[src/rtl/serial_tx_if.sv]
// Word-input handshake for serial_tx. A word transfers on a rising edge where
// valid and ready are both 1; the transmitter then drops ready until the frame ends.
interface serial_tx_if #(
  parameter int WIDTH = 8
);
  logic [WIDTH-1:0] d;
  logic             valid;
  logic             ready;

  modport master (output d, output valid, input ready);
  modport slave  (input d, input valid, output ready);
endinterface

[src/rtl/serial_tx.sv]
// Framed parallel-to-serial transmitter: start bit, WIDTH data bits LSB first, stop bit,
// each held DIV clocks. Define SERIAL_TX_PARITY_EN to add an even-parity bit before stop.
module serial_tx #(
  parameter int WIDTH = 8,
  parameter int DIV   = 4
) (
  input  logic         c,
  input  logic         rn,
  serial_tx_if.slave   bus,
  output logic         q,
  output logic         busy,
  output logic [2:0]   state_o
);

  localparam int DW = (DIV > 1) ? $clog2(DIV) : 1;
  localparam int BW = $clog2(WIDTH + 1);

  typedef enum logic [2:0] {
    S_IDLE   = 3'd0,
    S_START  = 3'd1,
    S_DATA   = 3'd2,
`ifdef SERIAL_TX_PARITY_EN
    S_PARITY = 3'd3,
`endif
    S_STOP   = 3'd4
  } state_t;

  state_t           state_q;
  logic [DW-1:0]    div_q;
  logic [BW-1:0]    bit_q;
  logic [WIDTH-1:0] shreg_q;
  logic [WIDTH-1:0] shreg_d;
  logic             q_q;
  logic             ready_q;
  logic             busy_q;
  logic             div_last;
`ifdef SERIAL_TX_PARITY_EN
  logic             parity_q;
`endif

  assign div_last = (div_q == DW'(DIV - 1));
  assign shreg_d  = shreg_q >> 1;

  assign q         = q_q;
  assign busy      = busy_q;
  assign bus.ready = ready_q;
  assign state_o   = state_q;

  // q, ready and busy are loaded together with the state transition that implies them.
  always_ff @(posedge c or negedge rn) begin
    if (!rn) begin
      state_q  <= S_IDLE;
      div_q    <= '0;
      bit_q    <= '0;
      shreg_q  <= '0;
      q_q      <= 1'b1;
      ready_q  <= 1'b1;
      busy_q   <= 1'b0;
`ifdef SERIAL_TX_PARITY_EN
      parity_q <= 1'b0;
`endif
    end else begin
      case (state_q)
        S_IDLE: begin
          if (bus.valid) begin
            shreg_q  <= bus.d;
            state_q  <= S_START;
            div_q    <= '0;
            bit_q    <= '0;
            q_q      <= 1'b0;
            ready_q  <= 1'b0;
            busy_q   <= 1'b1;
`ifdef SERIAL_TX_PARITY_EN
            parity_q <= ^bus.d;
`endif
          end
        end
        S_START: begin
          if (div_last) begin
            div_q   <= '0;
            state_q <= S_DATA;
            q_q     <= shreg_q[0];
          end else begin
            div_q <= div_q + DW'(1);
          end
        end
        S_DATA: begin
          if (div_last) begin
            div_q   <= '0;
            shreg_q <= shreg_d;
            bit_q   <= bit_q + BW'(1);
            if (bit_q == BW'(WIDTH - 1)) begin
`ifdef SERIAL_TX_PARITY_EN
              state_q <= S_PARITY;
              q_q     <= parity_q;
`else
              state_q <= S_STOP;
              q_q     <= 1'b1;
`endif
            end else begin
              q_q <= shreg_d[0];
            end
          end else begin
            div_q <= div_q + DW'(1);
          end
        end
`ifdef SERIAL_TX_PARITY_EN
        S_PARITY: begin
          if (div_last) begin
            div_q   <= '0;
            state_q <= S_STOP;
            q_q     <= 1'b1;
          end else begin
            div_q <= div_q + DW'(1);
          end
        end
`endif
        S_STOP: begin
          if (div_last) begin
            div_q   <= '0;
            state_q <= S_IDLE;
            ready_q <= 1'b1;
            busy_q  <= 1'b0;
          end else begin
            div_q <= div_q + DW'(1);
          end
        end
        default: begin
          state_q <= S_IDLE;
          div_q   <= '0;
          q_q     <= 1'b1;
          ready_q <= 1'b1;
          busy_q  <= 1'b0;
        end
      endcase
    end
  end

endmodule

[src/flat_wrapper.sv]
// flat-port wrapper written by rule: the top's interface ports become plain ports
module serial_tx_flat 
#(
  parameter int WIDTH = 8,
  parameter int DIV   = 4
)
  (c, rn, q, busy, state_o, bus_d, bus_valid, bus_ready);
  serial_tx_if #(.WIDTH(WIDTH)) bus_i ();
  input  logic c;
  input  logic rn;
  output logic q;
  output logic busy;
  output logic [2:0] state_o;
  input wire logic [$bits(bus_i.d)-1:0] bus_d;
  input wire logic [$bits(bus_i.valid)-1:0] bus_valid;
  output wire logic [$bits(bus_i.ready)-1:0] bus_ready;
  assign bus_i.d = bus_d;
  assign bus_i.valid = bus_valid;
  assign bus_ready = bus_i.ready;
  serial_tx #(.WIDTH(WIDTH), .DIV(DIV)) u_core (.c(c), .rn(rn), .bus(bus_i), .q(q), .busy(busy), .state_o(state_o));
endmodule
[config.mk]
export PLATFORM = sky130hd
export DESIGN_NAME = serial_tx_flat
export DESIGN_NICKNAME = d
export VERILOG_FILES = /design/src/rtl/serial_tx_if.sv /design/src/rtl/serial_tx.sv /design/src/flat_wrapper.sv
export SDC_FILE = /design/constraint.sdc
export NUM_CORES = 1
export LEC_CHECK = 0
export ABC_AREA = 1
export CAP_MARGIN = 0
export CORE_UTILIZATION = 50
export CTS_BUF_LIST = sky130_fd_sc_hd__clkbuf_8
export CTS_CLUSTER_DIAMETER = 40
export DETAILED_ROUTE_END_ITERATION = 8
export PLACE_DENSITY = 0.71
export SETUP_SLACK_MARGIN = 0.02
export SLEW_MARGIN = 40
export SYNTH_ARGS = -nofsm -noshare
export SYNTH_HDL_FRONTEND = slang
export SYNTH_SLANG_ARGS = --single-unit
[constraint.sdc]
create_clock -name c -period 2.4 [get_ports c]
set_clock_uncertainty 0.1 [all_clocks]
set_input_delay 0.36 -clock c [delete_from_list [all_inputs] [get_ports c]]
set_output_delay 0.36 -clock c [all_outputs]
set_load 0.01 [all_outputs]
# Word level (Yosys, flattened, before mapping)
# Cells that the tools add are included.
op_classes:
  eq_ne: 10
  bitwise_logic: 2
  muxes: 25
  n_addsub: 2
  n_reduce_logical: 8
ops:
  columns: ["operator", "n"]
  rows:
  - ["two-way mux 8 bit", 2]
  - ["one-hot mux 8 bit (2 select lines)", 1]
  - ["two-way mux 3 bit", 5]
  - ["one-hot mux 3 bit (4 select lines)", 1]
  - ["two-way mux 4 bit", 2]
  - ["inequality test 2 x 1 -> 1 bit (second input constant)", 4]
  - ["one-hot mux 4 bit (2 select lines)", 1]
  - ["two-way mux 1 bit", 7]
  - ["one-hot mux 1 bit (3 select lines)", 2]
  - ["AND reduction 3 bit", 2]
  - ["AND reduction 5 bit", 1]
  - ["adder 4 x 1 -> 4 bit (second input constant)", 1]
  - ["equality test 4 x 3 -> 1 bit (second input constant)", 1]
  - ["two-way mux 2 bit", 2]
  - ["one-hot mux 1 bit (4 select lines)", 1]
  - ["one-hot mux 2 bit (2 select lines)", 1]
  - ["AND reduction 4 bit", 1]
  - ["equality test 3 x 1 -> 1 bit (second input constant)", 1]
  - ["equality test 3 x 2 -> 1 bit (second input constant)", 1]
  - ["equality test 3 bit (second input constant)", 1]
  - ["logical NOT 3 bit", 1]
  - ["OR reduction 3 bit", 1]
  - ["adder 2 x 1 -> 2 bit (second input constant)", 1]
  - ["equality test 2 bit (second input constant)", 1]
  - ["other kinds (4)", 5]
totals:
  input_bits: 11
  register_bits: 20
  wordCells: 54

# Logic depth before layout (Yosys ltp)
depth:
  ltp_word: 4
  mapped_depth: 8
  mapped_depth_nobuf: 8

# Worst setup path before layout
# No wires, ideal clock.
synth_path:
  kind: "register -> register"
  start: "reg u_core.state_q[2], in the netlist u_core.state_o[2]"
  end: "reg u_core.shreg_q[6]"
  setup_time_ns: 0.074
  synth_period_minus_slack_ns: 1.376
  path_buffers: 1
  path_slack_ns: 1.024
  required_time_ns: 2.226
  stages_incl_launch_ff: 7
  arrival_time_ns: 1.202
  cell_sequence: "dfrtp_1 nor2_4 nand2_4 buf_2 o21ai_0 nand2_2 o21ai_2"
synth_between:
  elab_chain_len: 3
  word_cells_on_any_way: 7
synth_rtl:
  columns: ["item", "line_no", "text"]
  rows:
  - ["start, declared", "serial_tx.sv:28", "state_t state_q;"]
  - ["start signal, assigned", "serial_tx.sv:52", "state_q <= S_IDLE;"]
  - ["start signal, assigned", "serial_tx.sv:67", "state_q <= S_START;"]
  - ["start signal, assigned", "serial_tx.sv:81", "state_q <= S_DATA;"]
  - ["equality test 3 x 2 -> 1 bit / logical NOT 3 bit (equally long branches)", "serial_tx.sv:63", "case (state_q)"]
  - ["inequality test 2 x 1 -> 1 bit (no source line), or another cell as far along", null, null]
  - ["AND reduction 3 bit (no source line)", null, null]
  - ["end signal, assigned", "serial_tx.sv:66", "shreg_q <= bus.d;"]
  - ["end signal, assigned", "serial_tx.sv:90", "shreg_q <= shreg_d;"]
  - ["end, declared", "serial_tx.sv:31", "logic [WIDTH-1:0] shreg_q;"]
# Several ways; a longest one is shown, not always the timed one.
# A chain may end at the register's enable or synchronous reset.

# Final worst setup path
layout_path:
  start: "reg u_core.state_q[1], in the netlist u_core.state_o[1]"
  end: "out state_o[1]"
layout_lines:
  columns: ["item", "line_no", "text"]
  rows:
  - ["end, declared", "flat_wrapper.sv:13", "output logic [2:0] state_o;"]
# No word-level cell between the ends.

==> reports/summary.txt <==
status - completed
Post-CTS Setup Inserts - 0
CP Class - reg -> out
Synth area leaders - dfrtp_1 41%, nand2_1 15%, nand3_1 5.9%
RePlAce Congestion - 0.903
Design Area, Final - 1330 um2
top_reg_cell synth - dfrtp_1
Fin. Hold Viols - 0
most numerous cell in the Yosys netlist - nand2_1
Least-Margin Pin Slew - 0.296 ns
Clock Power Share - 13.5%
via count - 924
Final nets - 172
Int Power - 0.898 mW
CTS Root Buffer Type - clkbuf_8
TNS Setup - 0 ns
worst r2r path cells - 8
Synth Area in Compound Gates - 11.5%
Initial DRT Pass Iterations - 4
Combinational Power Share - 49.4%
clk slew on worst S/H paths - 0.07 ns
Vias/cell - 5.05
syn_nets - 152
Inst Count DP - 180
final setup vio count - 0
startpoint class of the critical path - flip-flop
Critical Path Source - u_core.state_o[1]
Worst slew margin - 80.1%
global-route wire length before repair - 3570 um
Synth Warn # - 0
DRC violations left - 0
proportion of layout cells with a drive suffix above 1 - 14.1%
multiplexer share of the synthesized area - 0%
pin count of the biggest net entering global routing - 21
Critical Path, Cell by Cell - clkdlybuf4s50_1
CP max stage delay - 0.59 ns
Synth Cell Area - 1110 um2
Top delay family on crit path - buffers and inverters
Syn Inst Count - 138
most area-hungry cell type in the Yosys netlist - dfrtp_1
Die Width - 49.1 um
CP required - 1.94 ns
Placed Instance Area - 1290 um2
antenna violations before repair - 0
register area share after synthesis - 45.4%
synth unique cells - 24
Total GRT Usage - 19.0%
io pins - 17
fin cells - 183
# diodes - 0
Synth Area in Adders - 3.39%
Peak supply drop - 660 uV
maxcap violations - 0
Max Slew Vio Count - 0
Switching Share - 42.0%
PwrDens - 1160 nW/um2
CTS Buf Count - 3
Hold-fix buffers, CTS - 0
mean post-synth cell area - 8.03 um2
1st-iter DRT viols - 14
DP HPWL - 1510 um
row cnt - 16
met3 global-route usage - 3.12%
Post-Route Utilization - 65.8%
H-tree Lvls - 1
RSZ-0062 raised after global routing - no
CTS sink count - 20
port bufs - 16
Synth Area in Simple Gates - 30.2%
pre-CTS setup slack - 0.617 ns
global routing's busiest layer - met2
Max Root-Sink Buffers - 2
Final Cycle Share - 75.2%
worst skew pair latency - 0.24 ns
Async S/R FF share, synth - 100%
Seq pwr share - 37.1%
Synth Register Bits - 20
Buf+Inv Stages, Crit Path - 1
post-route ant nets - 0
largest family of logic cells by synthesized area - simple AND/OR/NAND/NOR gates
fmax - 554 MHz
DIE HEIGHT - 49.1 um
xor-xnor portion of the synthesized cell area - 0.790%
Post-synth top cells - 43 x nand2_1, 18 x dfrtp_1, 17 x inv_1, 13 x nand3_1, 10 x o21ai_0
reg-to-reg startpoint - u_core.state_o[2]
vias in the first global route - 868
post-layout min period - 1.81 ns
Worst Slack Setup Final - 0.595 ns
Worst R2R Setup Slack - 0.74 ns
EDFF count, synth - 0
grt met1 use - 25.8%
CTS tree - built
Leakage - 0.701 nW
Starting Density - 54.8%
gr ovfl total - 0
post_cts resized - 0
Worst Setup End Kind - output port
worst hold path class - in -> async
Yosys top cell area share - 40.6%
met2 GRT Util - 32.6%
core area - 2020 um2
critical path fanouts, max - 7
Arr. time, crit path - 1.35 ns
WL/cell - 10.5 um
Slowest-stage cell, CP - clkdlybuf4s50_1
Layout area overhead - 20.1%
P_sw - 0.651 mW
Total Wirelength - 1920 um
Reg-to-Reg End - u_core.bit_q[0]
area of the die - 2410 um2
placed cells by master, fill, tap and decap left out:
cell type and n:
clkdlybuf4s50_1 16, inv_2 1, o21ai_0 10, nand2_4 3, dfstp_2 2, nand2_1 43
o21ai_1 1, nor2_2 1, clkinv_4 1, xor2_1 1, nand4_1 1, nand3_1 13
nand2_2 2, dfrtp_1 18, inv_1 17, buf_4 1, a21oi_1 1, nor2_1 7
clkbuf_8 3, nand3b_1 1, ha_1 3, nor3_1 1, o21ai_2 7, nor2_4 1
o22ai_1 1
power by group through the flow:
stage,Combinational (mW),Sequential [mW],Clock (mW)
2_1_floorplan,0.560,0.588,0
3_3_place_gp,0.754,0.577,0
3_5_place_dp,0.772,0.581,0
4_1_cts,0.775,0.575,0.213
5_1_grt,0.873,0.592,0.228
6_report,0.765,0.575,0.209
registers in the layout, indices dropped and copies added (netlist names):
name / count
u_core.busy: 1
u_core.bit_q: 4
u_core.state_o: 3
u_core.bus.ready: 1
u_core.div_q: 2
u_core.q: 1
u_core.shreg_q: 8
kinds of logic after synthesis:
| family | count (synthesis) |
|---|---|
| buffers and inverters | 21 |
| XOR/XNOR | 1 |
| AND/OR/NAND/NOR | 73 |
| adder cells (fa/ha/maj) | 3 |
| flip-flops | 20 |
| AO/OA/AOI/OAI | 20 |
layout make-up:
| type | instances | area [um2] |
|---|---|---|
| inverter | 19 | 76.3 |
| multi-input combinational | 97 | 509 |
| fill | 183 | 691 |
| tap | 27 | 33.8 |
| timing repair buffer | 17 | 168 |
| sequential | 20 | 503 |
| clock buffer | 3 | 41.3 |
stage by stage:
stage,hold WS (ns),total power [mW]
2_1_floorplan,-0.0356,1.15
3_5_place_dp,0.365,1.35
3_3_place_gp,0.364,1.33
4_1_cts,0.357,1.56
5_1_grt,0.379,1.69
6_report,0.347,1.55
layer usage:
metal  share of wire (%)  vias up
li1                    -      473
met1                  48      433
met2                  48       16
met3                 3.2        2
met4                0.42        0
met5                   0        -
worst max-delay path by stage:
| stage | to | slack (ns) | cells past startpoint |
|---|---|---|---|
| 6_report | state_o[1] | 0.59 | 1 |
| 5_1_grt | state_o[0] | 0.54 | 1 |
| 4_1_cts | state_o[1] | 0.60 | 1 |
| 3_5_place_dp | u_core.bit_q[0] | 0.62 | 6 |
| 3_3_place_gp | u_core.bit_q[0] | 0.69 | 6 |
| 2_1_floorplan | u_core.shreg_q[6] | 1.02 | 6 |
No activity file was read; power rests on OpenSTA's default activity.
